**src/rtl/mem_arbiter_if.sv**
```systemverilog
`default_nettype none
// ============================================================================
// Module   : mem_arbiter_if
// Purpose  : Bundles the fetch port, the MEM-stage data port and the shared
//            single-port memory bus handled by mem_arbiter.
// Modports : slave  - arbiter side (takes requests, drives responses and mem_*)
//            master - environment side (CPU requesters plus memory model)
// Signals  : i_*   fetch request / response
//            d_*   data load/store request / response, loadtype/strtype funct3
//            mem_* word-addressed memory port with byte strobes
// Revision : 1.0  initial release
// ============================================================================
interface mem_arbiter_if;
   // fetch port
   logic        i_req;
   logic [31:0] i_addr;
   logic [31:0] i_rdata;
   logic        i_done;
   logic        i_err;
   // data port
   logic        d_rd;
   logic        d_wr;
   logic [31:0] d_addr;
   logic [31:0] d_wdata;
   logic [2:0]  loadtype;
   logic [2:0]  strtype;
   logic [31:0] d_rdata;
   logic        d_done;
   logic        d_err;
   // memory port
   logic        mem_req;
   logic        mem_we;
   logic [31:0] mem_addr;
   logic [31:0] mem_wdata;
   logic [3:0]  mem_wstrb;
   logic [31:0] mem_rdata;
   logic        mem_ready;

   modport slave (
      input  i_req, i_addr, d_rd, d_wr, d_addr, d_wdata, loadtype, strtype,
             mem_rdata, mem_ready,
      output i_rdata, i_done, i_err, d_rdata, d_done, d_err,
             mem_req, mem_we, mem_addr, mem_wdata, mem_wstrb
   );

   modport master (
      output i_req, i_addr, d_rd, d_wr, d_addr, d_wdata, loadtype, strtype,
             mem_rdata, mem_ready,
      input  i_rdata, i_done, i_err, d_rdata, d_done, d_err,
             mem_req, mem_we, mem_addr, mem_wdata, mem_wstrb
   );
endinterface
`default_nettype wire

```
**src/rtl/mem_arbiter.sv**
```systemverilog
`default_nettype none
// ============================================================================
// Module   : mem_arbiter
// Purpose  : Arbitrates a fetch requester and a load/store requester onto one
//            word-wide memory port. Data wins unless it has already taken
//            FAIR_MAX consecutive grants while a fetch waits. Handles byte
//            lane steering for stores, extraction/extension for loads,
//            misalignment detection and a per-access ready timeout.
// Ports    : clk    - clock, rising edge
//            rst_n  - asynchronous active-low reset
//            bus    - mem_arbiter_if.slave (fetch, data and memory signals)
// Params   : TIMEOUT  (1..255) BUSY cycles without mem_ready before abort
//            FAIR_MAX max consecutive data grants while a fetch is pending
// Revision : 1.0  initial release
// ============================================================================
module mem_arbiter #(
   parameter int TIMEOUT  = 255,
   parameter int FAIR_MAX = 2
) (
   input  wire          clk,
   input  wire          rst_n,
   mem_arbiter_if.slave bus
);

   typedef enum logic [1:0] {
      S_IDLE   = 2'd0,
      S_BUSY_D = 2'd1,
      S_BUSY_I = 2'd2,
      S_RESP   = 2'd3
   } state_t;

   localparam logic [7:0]          c_TIMEOUT  = 8'(TIMEOUT);
   localparam int                  c_FAIR_W   = (FAIR_MAX < 1) ? 1 : $clog2(FAIR_MAX + 1);
   localparam logic [c_FAIR_W-1:0] c_FAIR_MAX = c_FAIR_W'(FAIR_MAX);
   localparam logic [c_FAIR_W-1:0] c_FAIR_ONE = c_FAIR_W'(1);

   // ------------------------------------------------------------------------
   // State
   // ------------------------------------------------------------------------
   state_t              r_state;
   logic [c_FAIR_W-1:0] r_fair_cnt;
   logic [7:0]          r_wait_cnt;
   logic [1:0]          r_lsb;       // byte offset of the load in flight
   logic [2:0]          r_ltype;     // load funct3 of the load in flight
   logic                r_mem_req;
   logic                r_mem_we;
   logic [31:0]         r_mem_addr;
   logic [31:0]         r_mem_wdata;
   logic [3:0]          r_mem_wstrb;
   logic [31:0]         r_i_rdata;
   logic                r_i_done;
   logic                r_i_err;
   logic [31:0]         r_d_rdata;
   logic                r_d_done;
   logic                r_d_err;

   state_t              w_state;
   logic [c_FAIR_W-1:0] w_fair_cnt;
   logic [7:0]          w_wait_cnt;
   logic [1:0]          w_lsb;
   logic [2:0]          w_ltype;
   logic                w_mem_req;
   logic                w_mem_we;
   logic [31:0]         w_mem_addr;
   logic [31:0]         w_mem_wdata;
   logic [3:0]          w_mem_wstrb;
   logic [31:0]         w_i_rdata;
   logic                w_i_done;
   logic                w_i_err;
   logic [31:0]         w_d_rdata;
   logic                w_d_done;
   logic                w_d_err;

   // ------------------------------------------------------------------------
   // Request decode (live inputs, used only in IDLE)
   // ------------------------------------------------------------------------
   logic        w_d_pend;
   logic        w_d_store;
   logic        w_st_ok;
   logic [3:0]  w_st_strb;
   logic [31:0] w_st_data;
   logic        w_ld_ok;
   logic        w_d_ok;
   logic        w_i_ok;

   assign w_d_pend  = bus.d_rd | bus.d_wr;
   assign w_d_store = bus.d_wr;           // d_wr alone or with d_rd means store
   assign w_i_ok    = (bus.i_addr[1:0] == 2'b00);
   assign w_d_ok    = w_d_store ? w_st_ok : w_ld_ok;

   // Store data is replicated across lanes; the strobes pick the live lanes.
   always_comb begin
      w_st_ok   = 1'b0;
      w_st_strb = 4'b0000;
      w_st_data = 32'h0000_0000;
      case (bus.strtype)
         3'b000: begin
            w_st_ok   = 1'b1;
            w_st_strb = 4'b0001 << bus.d_addr[1:0];
            w_st_data = {4{bus.d_wdata[7:0]}};
         end
         3'b001: begin
            w_st_ok   = ~bus.d_addr[0];
            w_st_strb = 4'b0011 << bus.d_addr[1:0];
            w_st_data = {2{bus.d_wdata[15:0]}};
         end
         3'b010: begin
            w_st_ok   = (bus.d_addr[1:0] == 2'b00);
            w_st_strb = 4'b1111;
            w_st_data = bus.d_wdata;
         end
         default: ;  // undefined code: reported as misaligned
      endcase
   end

   always_comb begin
      w_ld_ok = 1'b0;
      case (bus.loadtype)
         3'b000, 3'b100: w_ld_ok = 1'b1;
         3'b001, 3'b101: w_ld_ok = ~bus.d_addr[0];
         3'b010:         w_ld_ok = (bus.d_addr[1:0] == 2'b00);
         default:        w_ld_ok = 1'b0;
      endcase
   end

   // ------------------------------------------------------------------------
   // Load result extraction from the returned word
   // ------------------------------------------------------------------------
   logic [7:0]  w_ld_byte;
   logic [15:0] w_ld_half;
   logic [31:0] w_ld_data;

   assign w_ld_byte = bus.mem_rdata[{r_lsb, 3'b000} +: 8];
   assign w_ld_half = r_lsb[1] ? bus.mem_rdata[31:16] : bus.mem_rdata[15:0];

   always_comb begin
      w_ld_data = bus.mem_rdata;
      case (r_ltype)
         3'b000:  w_ld_data = {{24{w_ld_byte[7]}}, w_ld_byte};
         3'b100:  w_ld_data = {24'h00_0000, w_ld_byte};
         3'b001:  w_ld_data = {{16{w_ld_half[15]}}, w_ld_half};
         3'b101:  w_ld_data = {16'h0000, w_ld_half};
         default: w_ld_data = bus.mem_rdata;
      endcase
   end

   // ------------------------------------------------------------------------
   // Next-state and registered-output logic
   // ------------------------------------------------------------------------
   always_comb begin
      w_state     = r_state;
      w_fair_cnt  = r_fair_cnt;
      w_wait_cnt  = r_wait_cnt;
      w_lsb       = r_lsb;
      w_ltype     = r_ltype;
      w_mem_req   = r_mem_req;
      w_mem_we    = r_mem_we;
      w_mem_addr  = r_mem_addr;
      w_mem_wdata = r_mem_wdata;
      w_mem_wstrb = r_mem_wstrb;
      w_i_rdata   = r_i_rdata;
      w_i_done    = 1'b0;           // done/err only live in the RESP cycle
      w_i_err     = 1'b0;
      w_d_rdata   = r_d_rdata;
      w_d_done    = 1'b0;
      w_d_err     = 1'b0;

      // Fairness only matters while a fetch is actually waiting.
      if (!bus.i_req) begin
         w_fair_cnt = '0;
      end

      case (r_state)
         S_IDLE: begin
            if (w_d_pend && (r_fair_cnt < c_FAIR_MAX)) begin
               if (bus.i_req) begin
                  w_fair_cnt = r_fair_cnt + c_FAIR_ONE;
               end
               if (w_d_ok) begin
                  w_state     = S_BUSY_D;
                  w_mem_req   = 1'b1;
                  w_mem_we    = w_d_store;
                  w_mem_addr  = {bus.d_addr[31:2], 2'b00};
                  w_mem_wstrb = w_d_store ? w_st_strb : 4'b0000;
                  w_mem_wdata = w_d_store ? w_st_data : 32'h0000_0000;
                  w_wait_cnt  = 8'd0;
                  w_lsb       = bus.d_addr[1:0];
                  w_ltype     = bus.loadtype;
               end else begin
                  // misaligned or undefined access never reaches memory
                  w_state   = S_RESP;
                  w_d_done  = 1'b1;
                  w_d_err   = 1'b1;
                  w_d_rdata = 32'h0000_0000;
               end
            end else if (bus.i_req) begin
               w_fair_cnt = '0;
               if (w_i_ok) begin
                  w_state     = S_BUSY_I;
                  w_mem_req   = 1'b1;
                  w_mem_we    = 1'b0;
                  w_mem_addr  = {bus.i_addr[31:2], 2'b00};
                  w_mem_wstrb = 4'b0000;
                  w_mem_wdata = 32'h0000_0000;
                  w_wait_cnt  = 8'd0;
               end else begin
                  w_state   = S_RESP;
                  w_i_done  = 1'b1;
                  w_i_err   = 1'b1;
                  w_i_rdata = 32'h0000_0000;
               end
            end
         end

         S_BUSY_D, S_BUSY_I: begin
            if (bus.mem_ready) begin
               w_state     = S_RESP;
               w_mem_req   = 1'b0;
               w_mem_we    = 1'b0;
               w_mem_wstrb = 4'b0000;
               if (r_state == S_BUSY_D) begin
                  w_d_done  = 1'b1;
                  // r_mem_we still marks the access as a store here
                  w_d_rdata = r_mem_we ? 32'h0000_0000 : w_ld_data;
               end else begin
                  w_i_done  = 1'b1;
                  w_i_rdata = bus.mem_rdata;
               end
            end else if ((r_wait_cnt + 8'd1) == c_TIMEOUT) begin
               w_state     = S_RESP;
               w_wait_cnt  = r_wait_cnt + 8'd1;
               w_mem_req   = 1'b0;
               w_mem_we    = 1'b0;
               w_mem_wstrb = 4'b0000;
               if (r_state == S_BUSY_D) begin
                  w_d_done  = 1'b1;
                  w_d_err   = 1'b1;
                  w_d_rdata = 32'h0000_0000;
               end else begin
                  w_i_done  = 1'b1;
                  w_i_err   = 1'b1;
                  w_i_rdata = 32'h0000_0000;
               end
            end else begin
               w_wait_cnt = r_wait_cnt + 8'd1;
            end
         end

         S_RESP: begin
            w_state = S_IDLE;   // response cycle never grants
         end

         default: begin
            w_state = S_IDLE;
         end
      endcase
   end

   always_ff @(posedge clk or negedge rst_n) begin
      if (!rst_n) begin
         r_state     <= S_IDLE;
         r_fair_cnt  <= '0;
         r_wait_cnt  <= 8'd0;
         r_lsb       <= 2'b00;
         r_ltype     <= 3'b000;
         r_mem_req   <= 1'b0;
         r_mem_we    <= 1'b0;
         r_mem_addr  <= 32'h0000_0000;
         r_mem_wdata <= 32'h0000_0000;
         r_mem_wstrb <= 4'b0000;
         r_i_rdata   <= 32'h0000_0000;
         r_i_done    <= 1'b0;
         r_i_err     <= 1'b0;
         r_d_rdata   <= 32'h0000_0000;
         r_d_done    <= 1'b0;
         r_d_err     <= 1'b0;
      end else begin
         r_state     <= w_state;
         r_fair_cnt  <= w_fair_cnt;
         r_wait_cnt  <= w_wait_cnt;
         r_lsb       <= w_lsb;
         r_ltype     <= w_ltype;
         r_mem_req   <= w_mem_req;
         r_mem_we    <= w_mem_we;
         r_mem_addr  <= w_mem_addr;
         r_mem_wdata <= w_mem_wdata;
         r_mem_wstrb <= w_mem_wstrb;
         r_i_rdata   <= w_i_rdata;
         r_i_done    <= w_i_done;
         r_i_err     <= w_i_err;
         r_d_rdata   <= w_d_rdata;
         r_d_done    <= w_d_done;
         r_d_err     <= w_d_err;
      end
   end

   assign bus.mem_req   = r_mem_req;
   assign bus.mem_we    = r_mem_we;
   assign bus.mem_addr  = r_mem_addr;
   assign bus.mem_wdata = r_mem_wdata;
   assign bus.mem_wstrb = r_mem_wstrb;
   assign bus.i_rdata   = r_i_rdata;
   assign bus.i_done    = r_i_done;
   assign bus.i_err     = r_i_err;
   assign bus.d_rdata   = r_d_rdata;
   assign bus.d_done    = r_d_done;
   assign bus.d_err     = r_d_err;

endmodule
`default_nettype wire

```
**src/flat_wrapper.sv**
```systemverilog
// flat-port wrapper written by rule: the top's interface ports become plain ports
module mem_arbiter_flat 
#(
   parameter int TIMEOUT  = 255,
   parameter int FAIR_MAX = 2
)
  (clk, rst_n, bus_i_req, bus_i_addr, bus_d_rd, bus_d_wr, bus_d_addr, bus_d_wdata, bus_loadtype, bus_strtype, bus_mem_rdata, bus_mem_ready, bus_i_rdata, bus_i_done, bus_i_err, bus_d_rdata, bus_d_done, bus_d_err, bus_mem_req, bus_mem_we, bus_mem_addr, bus_mem_wdata, bus_mem_wstrb);
  mem_arbiter_if bus_i ();
  input  wire clk;
  input  wire rst_n;
  input wire logic [$bits(bus_i.i_req)-1:0] bus_i_req;
  input wire logic [$bits(bus_i.i_addr)-1:0] bus_i_addr;
  input wire logic [$bits(bus_i.d_rd)-1:0] bus_d_rd;
  input wire logic [$bits(bus_i.d_wr)-1:0] bus_d_wr;
  input wire logic [$bits(bus_i.d_addr)-1:0] bus_d_addr;
  input wire logic [$bits(bus_i.d_wdata)-1:0] bus_d_wdata;
  input wire logic [$bits(bus_i.loadtype)-1:0] bus_loadtype;
  input wire logic [$bits(bus_i.strtype)-1:0] bus_strtype;
  input wire logic [$bits(bus_i.mem_rdata)-1:0] bus_mem_rdata;
  input wire logic [$bits(bus_i.mem_ready)-1:0] bus_mem_ready;
  output wire logic [$bits(bus_i.i_rdata)-1:0] bus_i_rdata;
  output wire logic [$bits(bus_i.i_done)-1:0] bus_i_done;
  output wire logic [$bits(bus_i.i_err)-1:0] bus_i_err;
  output wire logic [$bits(bus_i.d_rdata)-1:0] bus_d_rdata;
  output wire logic [$bits(bus_i.d_done)-1:0] bus_d_done;
  output wire logic [$bits(bus_i.d_err)-1:0] bus_d_err;
  output wire logic [$bits(bus_i.mem_req)-1:0] bus_mem_req;
  output wire logic [$bits(bus_i.mem_we)-1:0] bus_mem_we;
  output wire logic [$bits(bus_i.mem_addr)-1:0] bus_mem_addr;
  output wire logic [$bits(bus_i.mem_wdata)-1:0] bus_mem_wdata;
  output wire logic [$bits(bus_i.mem_wstrb)-1:0] bus_mem_wstrb;
  assign bus_i.i_req = bus_i_req;
  assign bus_i.i_addr = bus_i_addr;
  assign bus_i.d_rd = bus_d_rd;
  assign bus_i.d_wr = bus_d_wr;
  assign bus_i.d_addr = bus_d_addr;
  assign bus_i.d_wdata = bus_d_wdata;
  assign bus_i.loadtype = bus_loadtype;
  assign bus_i.strtype = bus_strtype;
  assign bus_i.mem_rdata = bus_mem_rdata;
  assign bus_i.mem_ready = bus_mem_ready;
  assign bus_i_rdata = bus_i.i_rdata;
  assign bus_i_done = bus_i.i_done;
  assign bus_i_err = bus_i.i_err;
  assign bus_d_rdata = bus_i.d_rdata;
  assign bus_d_done = bus_i.d_done;
  assign bus_d_err = bus_i.d_err;
  assign bus_mem_req = bus_i.mem_req;
  assign bus_mem_we = bus_i.mem_we;
  assign bus_mem_addr = bus_i.mem_addr;
  assign bus_mem_wdata = bus_i.mem_wdata;
  assign bus_mem_wstrb = bus_i.mem_wstrb;
  mem_arbiter #(.TIMEOUT(TIMEOUT), .FAIR_MAX(FAIR_MAX)) u_core (.clk(clk), .rst_n(rst_n), .bus(bus_i));
endmodule
```
**config.mk**
```make
export PLATFORM = sky130hd
export DESIGN_NAME = mem_arbiter_flat
export DESIGN_NICKNAME = d
export VERILOG_FILES = /design/src/rtl/mem_arbiter_if.sv /design/src/rtl/mem_arbiter.sv /design/src/flat_wrapper.sv
export SDC_FILE = /design/constraint.sdc
export NUM_CORES = 1
export LEC_CHECK = 0
export ABC_AREA = 1
export BUFFER_PORTS_ARGS = -buffer_cell sky130_fd_sc_hd__buf_4
export CORE_ASPECT_RATIO = 0.8
export CORE_UTILIZATION = 50
export DETAILED_ROUTE_END_ITERATION = 12
export GPL_TIMING_DRIVEN = 0
export PLACE_DENSITY = 0.79
export SETUP_SLACK_MARGIN = 0.05
export SLEW_MARGIN = 40
export SYNTH_ARGS = -nofsm -noshare
export SYNTH_HDL_FRONTEND = slang
export SYNTH_SLANG_ARGS = --single-unit
```
**constraint.sdc**
```tcl
create_clock -name clk -period 5.3 [get_ports clk]
set_input_delay 1.06 -clock clk [delete_from_list [all_inputs] [get_ports clk]]
set_output_delay 1.06 -clock clk [all_outputs]
set_load 0.01 [all_outputs]
```
==> impl_metrics.ini <==
[run_status]
status = finished clean

[layout]
regArea_sq_mm = 0.00383
multiInputGateArea_sq_mm = 0.00372
n_antenna_cell = 0
syn_to_final_growth_pct = 36.3
drive_gt1_share_pct = 24.8
num-fill-cells = 1348
nNetsFinal = 1606

[logic_synthesis]
synth.area.top_cells = dfrtp_1 (46%), nand2_1 (18%), nand3_1 (5.4%)
synthArstFlopShare_pct = 100
yosysTopAreaCellShare_pct = 45.6
synthesis.area_sq_mm = 0.00839
ys_warn_count = 0
syn_avg_cell_area_sq_um = 7.21
ys_seq_area_share_pct = 45.6
syn_inst = 1163
ys_ff_latch = 153
ys_types = 36
ys.flop_type = dfrtp_1
synth_edf_count = 0
yosysTopAreaCell = dfrtp_1

[die]
fp.dieH_um = 118
initial_utilization_pct = 52.2
die_x_um = 147
die_area_sq_mm = 0.0173
core-area_sq_mm = 0.0161
ios = 278
rows = 41

[critical_path]
cp-start-kind = flip-flop
path_buf_inv = 4
r2r_cells = 12
r2r-end = u_core.bus.d_rdata[31]$_DFFE_PN0P_
critPathSlowestCell = dfrtp_1
worstReg2RegStart = u_core.r_state[1]$_DFFE_PN0P_
critPathMaxFanout = 10
crit_path_end_kind = flip-flop
r2r_setup_slack_ns = 2.70
cp_cell_sequence = inv_1 -> ha_1 -> buf_2 -> nand2_2 -> nor2_4 -> inv_2 -> a21oi_1 -> nand2_1 -> buf_2 -> nor2_1 -> nand3_1 -> nand2_1
slowest_delay_ns = 0.41
crit_arrival_ns = 2.96
critical-path-top-delay-family = simple AND/OR/NAND/NOR gates
required_ns = 5.66
crit_type = flip-flop to flip-flop

[clocking]
clk-insertion-delay-late_ns = 0.43
cts_buffers = 17
clockRootBuffer = clkbuf_16
tritoncts = built
clock_path_buffers = 2
postCtsSetupRepairBufs = 0
htree_levels = 4
clk_pin_slew_ns = 0.06
cts_num_sinks = 153
cts_resized = 0
cts_hold_buf = 0

[global_routing]
gr-total-overflow = 0
antenna_found_initial = 0
grt_pass1_wl_um = 43900
first_global_vias = 8669
grtUsageTotal_pct = 32.7
grt_max_degree = 59

[sta]
max_slew_margin_pct = 54.6
period_minus_slack_ns = 2.60
fin_hold_ws_ns = 0.470
fmax_ghz = 0.385
rsz0062_at_grt = false
setup_violations = 0
skew_ns = 0.00982
fin_setup_tns_ns = 0
finalHoldViolations = 0
worst_pin_slew_ns = 0.677
setup_slack_ns = 2.70
timing.final.crit_share_pct = 49.0
maxSlewViolCount = 0

[routing]
routed-via-count = 8927
ant_nets = 0
routed_wl_um = 27500
drtPass1Iterations = 7
vias_per_cell = 5.30
route.detailed.drc = 0
wire_per_inst_um = 16.3
drtIter0Drc = 700

[placed_design]
dp_hpwl_um = 21300
place_ws_ns = 2.45
io_buffers = 274
gp_congestion = 0.961

[power]
leakage_uw = 0.00626
ir_worst_vdd_v = 0.000240
power_density_mw_per_mm2 = 567

[hold_path]
hold_end = u_core.bus.i_rdata[30]$_DFFE_PN0P_
hold_path.class = flip-flop to flip-flop
whs_path_depth = 2
hold_start = u_core.bus.i_rdata[30]$_DFFE_PN0P_

[job]
cap_violations = 0
## per-layer routing
metal | GRT usage (%) | wire (um) | vias up
li1 | - | - | 4287
met1 | 42.5 | 11500 | 4131
met2 | 52.3 | 12800 | 440
met3 | 7.98 | 2390 | 69
met4 | 13.0 | 903 | 0
met5 | 0 | 0 | -
## layout by cell type (no fill, tap or decap), drive strengths merged
cell type,instances
o21bai,1
a21oi,30
bufinv,5
o21ai,96
buf,310
a32o,7
dfrtp,153
nand2,403
clkinv,4
nor3,8
nand3b,8
nand3,92
a211oi,4
clkbuf,54
a22o,1
a31oi,1
ha,7
xnor2,1
o211ai,5
o31ai,3
nor2,111
nand4,37
inv,127
conb,2
## cells by family (layout without fill, tap and decap cells)
family                   after synthesis  after routing  share of synthesized area [%]
AO/OA/AOI/OAI                        148            148                           9.87
XOR/XNOR                               1              1                          0.104
adder cells (fa/ha/maj)                7              7                           1.04
buffers and inverters                194            500                           10.1
flip-flops                           153            153                           45.6
other                                  1              2                         0.0447
AND/OR/NAND/NOR                      659            659                           33.2
## per-stage QoR
step / instances / total power [uW] / utilization (%) / area (sq um)
finish: 1685 / 6480 / 71.2 / 11400
global route: 1685 / 6910 / 71.2 / 11400
CTS: 1685 / 6470 / 71.2 / 11400
detailed placement: 1655 / 5090 / 67.1 / 10800
global placement: 1653 / 5010 / 66.7 / 10700
floorplan: 1164 / 3720 / - / 8390
## Yosys cell counts (8+ instances only)
cell type / count
o21ai_0: 46
nand4_1: 37
nand2_1: 399
inv_2: 9
buf_4: 14
clkbuf_1: 31
buf_2: 14
a21oi_1: 30
o21ai_1: 48
nand3b_1: 8
nand3_1: 90
nor2_1: 103
dfrtp_1: 153
inv_1: 118
## state kept, by name, summed over array words and instances, names as in the netlist
| name | cells |
|---|---|
| u_core.bus.d_done | 1 |
| u_core.bus.d_err | 1 |
| u_core.bus.d_rdata | 32 |
| u_core.bus.i_done | 1 |
| u_core.bus.i_err | 1 |
| u_core.bus.i_rdata | 32 |
| u_core.bus.mem_addr | 30 |
| u_core.bus.mem_req | 1 |
| u_core.bus.mem_wdata | 32 |
| u_core.bus.mem_we | 1 |
| u_core.bus.mem_wstrb | 4 |
| u_core.r_fair_cnt | 2 |
| u_core.r_lsb | 2 |
| u_core.r_ltype | 3 |
| u_core.r_state | 2 |
| u_core.r_wait_cnt | 8 |
## worst reg2reg max path: stages (launching register included)
cell,delay (ns)
dfrtp_1,0.41
inv_1,0.12
ha_1,0.29
buf_2,0.20
nand2_2,0.17
nor2_4,0.23
inv_2,0.14
a21oi_1,0.21
nand2_1,0.21
buf_2,0.24
nor2_1,0.11
nand3_1,0.10
nand2_1,0.09
## report_power, final
group	internal, uW	switching, uW	total [uW]
sequential	1650	328	1980
combinational	1250	1900	3150
clock	881	474	1360
## worst max-delay path by stage
stage                                   from                                  end  cells past startpoint
5_1_grt        u_core.r_state[1]$_DFFE_PN0P_   u_core.bus.d_rdata[31]$_DFFE_PN0P_                     12
2_1_floorplan                       bus_d_wr    u_core.bus.i_rdata[0]$_DFFE_PN0P_                      8
4_1_cts        u_core.r_state[1]$_DFFE_PN0P_   u_core.bus.d_rdata[31]$_DFFE_PN0P_                     12
6_report       u_core.r_state[1]$_DFFE_PN0P_   u_core.bus.d_rdata[31]$_DFFE_PN0P_                     12
3_3_place_gp                           rst_n  u_core.bus.mem_wdata[3]$_DFFE_PN0P_                      1
3_5_place_dp                        bus_d_wr    u_core.bus.i_rdata[5]$_DFFE_PN0P_                      8
## area by class of cell
cell class	count	area share, %
clock buffer	23	4.27
multi-input combinational	817	32.5
buffer	65	3.14
clock inverter	7	1.43
timing repair buffer	276	18.5
sequential	153	33.5
inverter	129	4.24
tap	215	2.35
Power figures use the tool's default switching activity.
